--- src/rtl/fifo_stat.sv ---
// Synchronous FIFO with occupancy count, almost-empty/almost-full thresholds,
// sticky overflow/underflow flags and a synchronous flush.
module fifo_stat #(
    parameter int B      = 8,
    parameter int W      = 4,
    parameter int AE_THR = 1,
    parameter int AF_THR = 14
) (
    input  logic         clk,
    input  logic         reset,
    input  logic         clr,
    input  logic         wr,
    input  logic         rd,
    input  logic [B-1:0] w_data,
    output logic [B-1:0] r_data,
    output logic         empty,
    output logic         full,
    output logic         almost_empty,
    output logic         almost_full,
    output logic [W:0]   count,
    output logic         overflow,
    output logic         underflow
);

    localparam logic [W:0] DEPTH = {1'b1, {W{1'b0}}};
    localparam logic [W:0] AE_L  = (W+1)'(AE_THR);
    localparam logic [W:0] AF_L  = (W+1)'(AF_THR);

    logic [B-1:0] mem_q [2**W];
    logic [W-1:0] w_ptr_q, w_ptr_d;
    logic [W-1:0] r_ptr_q, r_ptr_d;
    logic [W:0]   count_q, count_d;
    logic         empty_q, empty_d;
    logic         full_q, full_d;
    logic         ae_q, ae_d;
    logic         af_q, af_d;
    logic         ovf_q, ovf_d;
    logic         udf_q, udf_d;
    logic         wa, ra, mem_we;

    always_comb begin
        // NOTE: every signal gets a default first so no latch is inferred.
        wa      = wr & (~full_q | rd);
        ra      = rd & ~empty_q;
        mem_we  = wa & ~clr;
        w_ptr_d = w_ptr_q + W'(wa);
        r_ptr_d = r_ptr_q + W'(ra);
        count_d = count_q + (W+1)'(wa) - (W+1)'(ra);
        ovf_d   = ovf_q | (wr & ~wa);
        udf_d   = udf_q | (rd & ~ra);
        if (clr) begin
            w_ptr_d = '0;
            r_ptr_d = '0;
            count_d = '0;
            ovf_d   = 1'b0;
            udf_d   = 1'b0;
        end
        // Flags come from the next count so they move on the causing edge.
        empty_d = (count_d == '0);
        full_d  = (count_d == DEPTH);
        ae_d    = (count_d <= AE_L);
        af_d    = (count_d >= AF_L);
    end

    // NOTE: sequential state uses non-blocking assignments only.
    always_ff @(posedge clk or posedge reset) begin
        if (reset) begin
            w_ptr_q <= '0;
            r_ptr_q <= '0;
            count_q <= '0;
            empty_q <= 1'b1;
            full_q  <= 1'b0;
            ae_q    <= 1'b1;
            af_q    <= (AF_L == '0);
            ovf_q   <= 1'b0;
            udf_q   <= 1'b0;
        end else begin
            w_ptr_q <= w_ptr_d;
            r_ptr_q <= r_ptr_d;
            count_q <= count_d;
            empty_q <= empty_d;
            full_q  <= full_d;
            ae_q    <= ae_d;
            af_q    <= af_d;
            ovf_q   <= ovf_d;
            udf_q   <= udf_d;
        end
    end

    // NOTE: the storage array is deliberately not reset; the pointers and
    // count alone define which words are valid.
    always_ff @(posedge clk) begin
        if (mem_we) begin
            mem_q[w_ptr_q] <= w_data;
        end
    end

    assign r_data       = mem_q[r_ptr_q];
    assign empty        = empty_q;
    assign full         = full_q;
    assign almost_empty = ae_q;
    assign almost_full  = af_q;
    assign count        = count_q;
    assign overflow     = ovf_q;
    assign underflow    = udf_q;

endmodule

--- config.mk ---
export PLATFORM = sky130hd
export DESIGN_NAME = fifo_stat
export DESIGN_NICKNAME = d
export VERILOG_FILES = /design/src/rtl/fifo_stat.sv
export SDC_FILE = /design/constraint.sdc
export NUM_CORES = 1
export LEC_CHECK = 0
export BUFFER_PORTS_ARGS = -buffer_cell sky130_fd_sc_hd__buf_2
export CORE_MARGIN = 10
export CORE_UTILIZATION = 56
export DETAILED_ROUTE_END_ITERATION = 12
export PLACE_DENSITY = 0.74
export SKIP_LAST_GASP = 1
export SYNTH_ARGS = -nofsm -noshare
export SYNTH_HDL_FRONTEND = slang
export SYNTH_SLANG_ARGS = --single-unit
--- constraint.sdc ---
create_clock -name clk -period 3.4 [get_ports clk]
set_input_delay 0.51 -clock clk [delete_from_list [all_inputs] [get_ports clk]]
set_output_delay 0.51 -clock clk [all_outputs]
set_load 0.02 [all_outputs]
## Yosys cells after proc, flatten, opt, wreduce, memory -nomap -nowiden

Memory sizes are Yosys's and may differ from the RTL's.
Cells that the tools add are included.

- Add/subtract/negate cells: 4
- Reduce and logical (&&, ||, !) cells: 1
- Eq/ne operators: 1
- Bitwise operators: 13
- Mux-type cells: 7
- Order comparisons: 2

Operators by type and width:

| cell | count |
|---|---|
| $add A4 B1 Y4 | 2 |
| $mux W4 | 2 |
| $add A5 B1 Y5 | 1 |
| $and A1 B1 Y1 | 5 |
| $eq A5 B5 Y1 const B | 1 |
| $ge A5 B4 Y1 const B | 1 |
| $le A5 B1 Y1 const B | 1 |
| $logic_not A5 Y1 | 1 |
| $mux W5 | 1 |
| $not A1 Y1 | 5 |
| $sub A5 B1 Y5 | 1 |
| $mux W1 | 4 |
| $or A1 B1 Y1 | 3 |

- Bits of input ports: 13
- Memories: 1
- Output and inout bits: 19
- Bits in registers: 19
- Word-level logic and storage cells: 38
- Bits in writable memories: 128

Memories:

| memory | depth | width | read ports | clocked after memory_dff | write ports | RTL line | source |
|---|---|---|---|---|---|---|---|
| mem_q | 16 | 8 | 1 | 0 | 1 | 29 | `logic [B-1:0] mem_q [2**W];` |

## Longest topological paths before layout

Gate-level depths: netlist of the first run.

- Depth in word-level cells: 7
- Gate-level depth with buffers: 11

## Least setup slack after synthesis of the first run

OpenSTA, ideal clock, no wires.

- Path type: reg-to-reg
- Start point: register full_q, in the netlist full
- End point: register af_q, in the netlist almost_full
- Stages on the path, launching flop included: 11
- Path slack: 939 ps
- Arrival: 2379 ps
- Period minus slack after synthesis: 2461 ps
- Required time: 3318 ps
- Path through: dfrtp_1 > inv_1 > o21ai_2 > ha_1 > inv_1 > ha_1 > inv_1 > fa_1 > xor2_1 > or4_1 > a31oi_1

- Longest elaborated chain between the ends: 7

Ends and longest elaborated chain:

| what | RTL line | source |
|---|---|---|
| from (decl) | 34 | `logic full_q, full_d;` |
| from (signal assigned) | 82 | `full_q <= full_d;` |
| $not A1 Y1 | 43 | `wa = wr & (~full_q \| rd);` |
| $or A1 B1 Y1 | 43 |  |
| $and A1 B1 Y1 | 43 |  |
| $add A5 B1 Y5 | 48 | `count_d = count_q + (W+1)'(wa) - (W+1)'(ra);` |
| $sub A5 B1 Y5 | 48 |  |
| $mux W5 | 51 | `if (clr) begin` |
| $ge A5 B4 Y1 | 62 | `af_d = (count_d >= AF_L);` |
| via af_d | 36 | `logic af_q, af_d;` |
| to (signal assigned) | 74 | `af_q <= (AF_L == '0);` |
| to (decl) | 36 |  |

The timed path passes the listed nets, and every way through them passes these cells.

## Worst setup path in the final report of the first run

- Start point: register r_ptr_q[0]
- End point: output r_data[6]

- Longest elaborated chain between the ends: 1

Ends and longest elaborated chain:

| what | RTL line | source |
|---|---|---|
| from (decl) | 31 | `logic [W-1:0] r_ptr_q, r_ptr_d;` |
| from (signal assigned) | 79 | `r_ptr_q <= r_ptr_d;` |
| $mem_v2 Z16 W8 | -- |  |
| to (decl) | 15 | `output logic [B-1:0] r_data,` |

No other way between the ends.

==> results of run 1 <==
==> area by class of cell <==
| class | instances | area (µm²) | area share, % |
|---|---|---|---|
| clock inverter | 14 | 153 | 2.22 |
| inverter | 10 | 37.5 | 0.547 |
| sequential | 147 | 4320 | 62.9 |
| multi-input combinational | 138 | 1470 | 21.5 |
| timing repair buffer | 46 | 293 | 4.26 |
| tap | 136 | 170 | 2.48 |
| clock buffer | 18 | 418 | 6.08 |
==> synthesized netlist by cell type (2+ instances only) <==
| library cell | n |
|---|---|
| edfxtp_1 | 128 |
| or4b_2 | 2 |
| buf_6 | 4 |
| mux4_2 | 18 |
| nand2b_1 | 3 |
| nor2_1 | 27 |
| dfstp_2 | 2 |
| a21oi_1 | 4 |
| xor2_1 | 4 |
| nor2b_1 | 6 |
| ha_1 | 9 |
| a31oi_1 | 2 |
| mux4_1 | 14 |
| or4_1 | 2 |
| inv_1 | 10 |
| xnor2_1 | 5 |
| clkdlybuf4s25_2 | 3 |
| nand3_1 | 2 |
| buf_2 | 3 |
| nand2_1 | 10 |
| dfrtp_1 | 17 |
| clkbuf_1 | 3 |
| a22oi_1 | 16 |
| nor3_1 | 4 |
==> worst max-delay path, stage by stage (launching register included) <==
cell	delay, ns
dfrtp_2	0.61
buf_4	0.35
mux4_2	0.57
a22oi_1	0.18
nand2_1	0.12
buf_2	0.18
==> stage by stage <==
step | hold slack [ns] | utilization, % | cells
finish | 0.122 | 66.5 | 509
global route | 0.178 | 66.5 | 509
CTS | 0.140 | 66.5 | 509
detailed placement | 0.514 | 61.0 | 477
global placement | 0.483 | 61.0 | 477
floorplan | 0.460 | - | 310
==> kinds of logic after synthesis <==
group | Yosys count
flops | 147
fa+ha+maj | 10
simple gates | 61
xor+xnor | 9
mux | 32
buf+inv | 25
compound gates | 26
==> report_power, final <==
part	total, mW	switching (mW)	leakage, nW	internal, mW
logic	0.869	0.480	0.749	0.389
registers	2.12	0.0704	1.40	2.05
clock network	1.78	0.731	0.266	1.05
==> worst min path at each step <==
stage	from	endpoint	slack, ns
global placement	underflow	underflow	0.48
floorplan	reset	almost_full	0.46
finish	reset	almost_full	0.12
global route	reset	almost_full	0.18
detailed placement	underflow	underflow	0.51
CTS	reset	almost_full	0.14
==> per-layer routing <==
metal	part of all wire (%)	track usage [%]
met1	41	21.5
met2	50	25.5
met3	6.6	3.78
met4	2.3	7.64
met5	0	0
==> registers in the layout, summed over array words and instances, names as in the netlist, 4 cells and up <==
register  cells
r_ptr_q       4
count         5
mem_q       128
w_ptr_q       4
==> summary.md, run 1 <==
| Metric | Value |
|---|---|
| Post-CTS Setup Inserts | `0` |
| Yosys warning total | `0` |
| Reg-to-reg critical path startpoint | `full` |
| Synth Cell Area | `5950 µm²` |
| Slew headroom | `38.5%` |
| First-pass GRT wire length | `18.2 mm` |
| Reg2Reg Depth | `10` |
| Top FF cell, synth | `edfxtp_1` |
| Setup CP Type | `reg2out` |
| Max-slew violations | `0` |
| Cts bufs inserted | `17` |
| CTS clk-pin slew, worst paths | `0.06 ns` |
| Fin nets | `383` |
| Detail Route Antenna Nets | `0` |
| Die area | `15100 µm²` |
| Largest area contributor in the netlist | `edfxtp_1` |
| Post-Place Setup Slack | `0.690 ns` |
| CP endpoint kind | `output pin` |
| Clk_lat worst skew | `0.51 ns` |
| Fraction of registers with async set/reset | `12.9%` |
| # DRC | `0` |
| DR pass1 iterations | `4` |
| Vias in the first global route | `3239` |
| CTS Hold Bufs | `0` |
| Final period utilization | `89.0%` |
| Detail Placement HPWL | `7.29 mm` |
| Initial DRC Count | `308` |
| Die H | `123 µm` |
| Fill count | `677` |
| Flop2flop setup slack | `0.89 ns` |
| Fin Clk Skew | `0.00807 ns` |
| Adder-cell area share of the yosys netlist | `2.23%` |
| Die Wd | `123 µm` |
| Largest family of logic cells by synthesized area | `multiplexers` |
| Top post-synthesis cells by area | `edfxtp_1, dfrtp_1, mux4_2` |
| Placeable Area | `10300 µm²` |
| CP Capture Point | `r_data[6]` |
| WL final | `11.6 mm` |
| Avg Inst Size Synth | `19.2 µm²` |
| Placed cell areas | `6300 µm²` |
| Vias/cell | `5.99` |
| Critical path fanouts, max | `12` |
| Synthesis-to-finish area growth | `15.5%` |
| Worst Tran Pin Value | `0.919 ns` |
| Worst Setup Slack, final | `0.375 ns` |
| Result of the run | `completed` |
| Yosys top cell area share | `64.6%` |
| Row count | `37` |
| Design Area, Final | `6870 µm²` |
| Post-DR wirelength/cell | `22.8 µm` |
| Seq/Total Area, Yosys | `72.7%` |
| Tot Pwr | `4.77 mW` |
| Worst Hold Class | `in2async` |
| Critical path data required time | `2.89 ns` |
| Compound-Gate Fraction of Synth Area | `3.16%` |
| CP startpoint | `r_ptr_q[0]` |
| I/O Buffers | `31` |
| RSZ-0062 raised after global routing | `no` |
| GRT Overall Usage | `16.3%` |
| Simple logic cell fraction of the synthesized area | `5.07%` |
| Post-Synth XOR/XNOR Area | `1.33%` |
| Antenna violations before repair | `0` |
| Arrival time at the worst endpoint | `2.51 ns` |
| Hold Fails Final Rpt | `0` |
| Minimum clock period | `3.02 ns` |
| CTS resizes | `0` |
| CTS H-tree depth | `4` |
| Sink Count | `147` |
| Largest net degree at the start of global routing | `25` |
| Leak Pwr | `2.42 nW` |
| Critical R2R Capture | `almost_full` |
| VDD IR max | `0.000467 V` |
| Most common cell after layout, fill and taps aside | `edfxtp_1` |
| Mapped Cells | `310` |
| Most frequent cells in the layout | `edfxtp_1, buf_2, nor2_1` |
| Mux contribution to synthesized area | `13.0%` |
| Total gr overflow | `0` |
| Number of library cell types mapped by synthesis | `36` |
| CTS root buffer | `clkbuf_8` |
| Io pins | `32` |
| Via Count | `3048` |
| Fmax | `331 MHz` |
| Max_cap viols | `0` |
| Final Setup Violations | `0` |
| Flops & latches, synth | `147` |
| Initial core utilization | `57.6%` |
| Syn Nets | `333` |
| EDFF count, synth | `128` |
| CP Launch Type | `flop` |
| Share of cells above drive strength 1 | `27.1%` |
| Fin Setup TNS | `0 ns` |
| Clk buf depth | `2` |
| Placer congestion estimate | `0.775` |
| Ant diodes | `0` |
| PwrDens | `694 nW/µm²` |
| CTS tree | `yes` |
Power figures use the tool's default switching activity.
==> run 2, diff against run 1 <==
CORE_ASPECT_RATIO = 1.1   (was unset)
==> run 2 against run 1 <==
  * Clock power rose by 6%
  * Utilization is 0.18 points lower
  * Design area increased by 0.40%
  * Non-clock buffer count is 1 lower
  * Sequential share of layout area is 0.25 points lower
  * Critical path depth is the same
  * Clock-buffer cell count rose by 1
  * Highest routed layer unchanged
==> summary.md, run 2 (synthesis results as in run 1) <==
| Metric | Value |
|---|---|
| Result of the run | `completed` |
| Cts bufs inserted | `17 (unchanged)` |
| Minimum clock period | `2.94 ns (-0.0892 ns)` |
| Tot Pwr | `4.86 mW (+1.9%)` |
| RSZ-0062 raised after global routing | `no` |
| Clk_lat worst skew | `0.41 ns (-0.10 ns)` |
| WL final | `11.0 mm (-5.0%)` |
| Critical path fanouts, max | `21 (+9)` |
| Total gr overflow | `0 (unchanged)` |
| Leak Pwr | `2.43 nW (+0.40%)` |
| Max incr delay on CP | `0.63 ns (+0.02 ns)` |
| Largest register FFs | `128 (unchanged)` |
| CTS root buffer | `clkbuf_16` |
| Arrival time at the worst endpoint | `2.43 ns (-0.08 ns)` |
| Multi-input gate area in the final layout | `1470 µm² (unchanged)` |
| Fill count | `701 (+3.5%)` |
| Initial DRC Count | `287 (-6.8%)` |
| Fin Setup TNS | `0 ns (unchanged)` |
| Met1 Routed Length | `4.60 mm (-3.4%)` |
| GRT Overall Usage | `15.5% (-0.87 points)` |
| Most common cell after layout, fill and taps aside | `edfxtp_1` |
| Post-DR wirelength/cell | `21.5 µm (-6.0%)` |
| CTS clk-pin slew, worst paths | `0.06 ns (about the same)` |
| Top routing layer in use | `met4` |
| Detail Route Antenna Nets | `0 (unchanged)` |
| Max_cap viols | `0 (unchanged)` |
| Max-slew violations | `0 (unchanged)` |
| Fin Clk Skew | `0.00498 ns (-0.00309 ns)` |
| Fmax | `341 MHz (+3.0%)` |
| CP endpoint kind | `output pin` |
| Vias/cell | `5.81 (-3.0%)` |
| Most frequent cells in the layout | `edfxtp_1, buf_2, nor2_1` |
| Share of cells above drive strength 1 | `25.9% (-1.2 points)` |
| DR pass1 iterations | `5 (+1)` |
| Crit-path slowest cell | `dfrtp_2` |
| Row count | `39 (+5.4%)` |
| Initial core utilization | `57.2% (-0.39 points)` |
| CP cell instances | `buf_12, mux4_1, a22oi_1, nand2_1, buf_2` |
| Io pins | `32 (unchanged)` |
| Slew headroom | `41.3% (+2.8 points)` |
| Sink Count | `147 (unchanged)` |
| CP Launch Type | `flop` |
| PwrDens | `705 nW/µm² (+1.5%)` |
| Crit path max-delay family | `flip-flops` |
| # DRC | `0 (unchanged)` |
| Met2 Wirelength | `5.63 mm (-3.2%)` |
| Met3 wire len | `668 µm (-13%)` |
| First-pass GRT wire length | `17.7 mm (-2.6%)` |
| Setup CP Type | `reg2out` |
| Hold Fails Final Rpt | `0 (unchanged)` |
| Worst Hold Class | `in2async` |
| Antenna violations before repair | `0 (unchanged)` |
| I/O Buffers | `31 (unchanged)` |
| Fin nets | `382 (-0.26%)` |
| Largest net degree at the start of global routing | `25 (unchanged)` |
| Critical path data required time | `2.89 ns (about the same)` |
| Post-CTS Setup Inserts | `0 (unchanged)` |
| Register Area | `4320 µm² (unchanged)` |
| Die Wd | `118 µm (-3.9%)` |
| CTS Hold Bufs | `0 (unchanged)` |
| Placer congestion estimate | `0.745 (-3.9%)` |
| Die H | `128 µm (+4.1%)` |
| Synthesis-to-finish area growth | `16.0%` |
| Detail Placement HPWL | `6.98 mm (-4.3%)` |
| Clk buf depth | `2 (unchanged)` |
| Placeable Area | `10400 µm² (+0.68%)` |
| CTS tree | `yes` |
| Via Count | `2986 (-2.0%)` |
| Worst Tran Pin Value | `0.877 ns (-0.0419 ns)` |
| Final period utilization | `86.3% (-2.6 points)` |
| Reg with most FFs | `mem_q` |
| CTS resizes | `0 (unchanged)` |
| VDD IR max | `0.000654 V (+40%)` |
| Die area | `15100 µm² (about the same)` |
| Final Setup Violations | `0 (unchanged)` |
| Vias in the first global route | `3175 (-2.0%)` |
| WP buf/inv | `2 (unchanged)` |
| CTS H-tree depth | `4 (unchanged)` |
| Ant diodes | `0 (unchanged)` |
## run 2: cell count changes in the layout (fill, tap and decap cells not counted), sizes merged
cell,before,now
inv,14,10
bufinv,2,4
buf,46,45
clkbuf,18,19
clkinv,4,5
clkinvlp,4,3
## run 2: final timing paths
path                       cells after the start          to       start  slack (ns)
min in group clk                               3   underflow          rd        0.39
setup reg to reg                              11        full        full        0.84
max in group asynchronous                      2  r_ptr_q[0]       reset        2.69
hold / removal                                 2   underflow       reset        0.21
setup / recovery                               5   r_data[6]  r_ptr_q[0]        0.46
hold reg to reg                                2   underflow   underflow        0.51
## run 2: final cells by class
cell class | instances | area share [%]
inverters | 10 | 0.544
well taps | 143 | 2.59
repair buffers | 45 | 4.14
multi-input cells | 138 | 21.4
clock buffers | 19 | 6.28
flip-flops and latches | 147 | 62.7
clock inverters | 12 | 2.38
## run 2: power breakdown
group | switching [mW] | total, mW | leakage (nW) | internal [mW]
clock | 0.665 | 1.88 | 0.281 | 1.21
combinational | 0.475 | 0.861 | 0.744 | 0.386
sequential | 0.0722 | 2.12 | 1.40 | 2.05
total | 1.21 | 4.86 | 2.43 | 3.65
## run 2: per-stage QoR
| step | hold WS [ns] | cells | setup WS [ns] | util (%) | instance area [µm²] |
|---|---|---|---|---|---|
| 4_1_cts | 0.225 | 514 | 0.400 | 66.3 | 6900 |
| 3_5_place_dp | 0.504 | 483 | 0.687 | 60.6 | 6300 |
| 3_3_place_gp | 0.484 | 483 | 0.779 | 60.6 | 6300 |
| 6_report | 0.214 | 514 | 0.464 | 66.3 | 6900 |
| 5_1_grt | 0.251 | 514 | 0.307 | 66.3 | 6900 |
| 2_1_floorplan | 0.460 | 310 | 0.939 | - | 5950 |
## run 2: routing by layer
| metal | up-vias | GRT usage [%] |
|---|---|---|
| met5 | - | 0 |
| met4 | 0 | 5.02 |
| met3 | 10 | 5.24 |
| met2 | 95 | 25.8 |
| met1 | 1542 | 18.6 |
| li1 | 1339 | - |
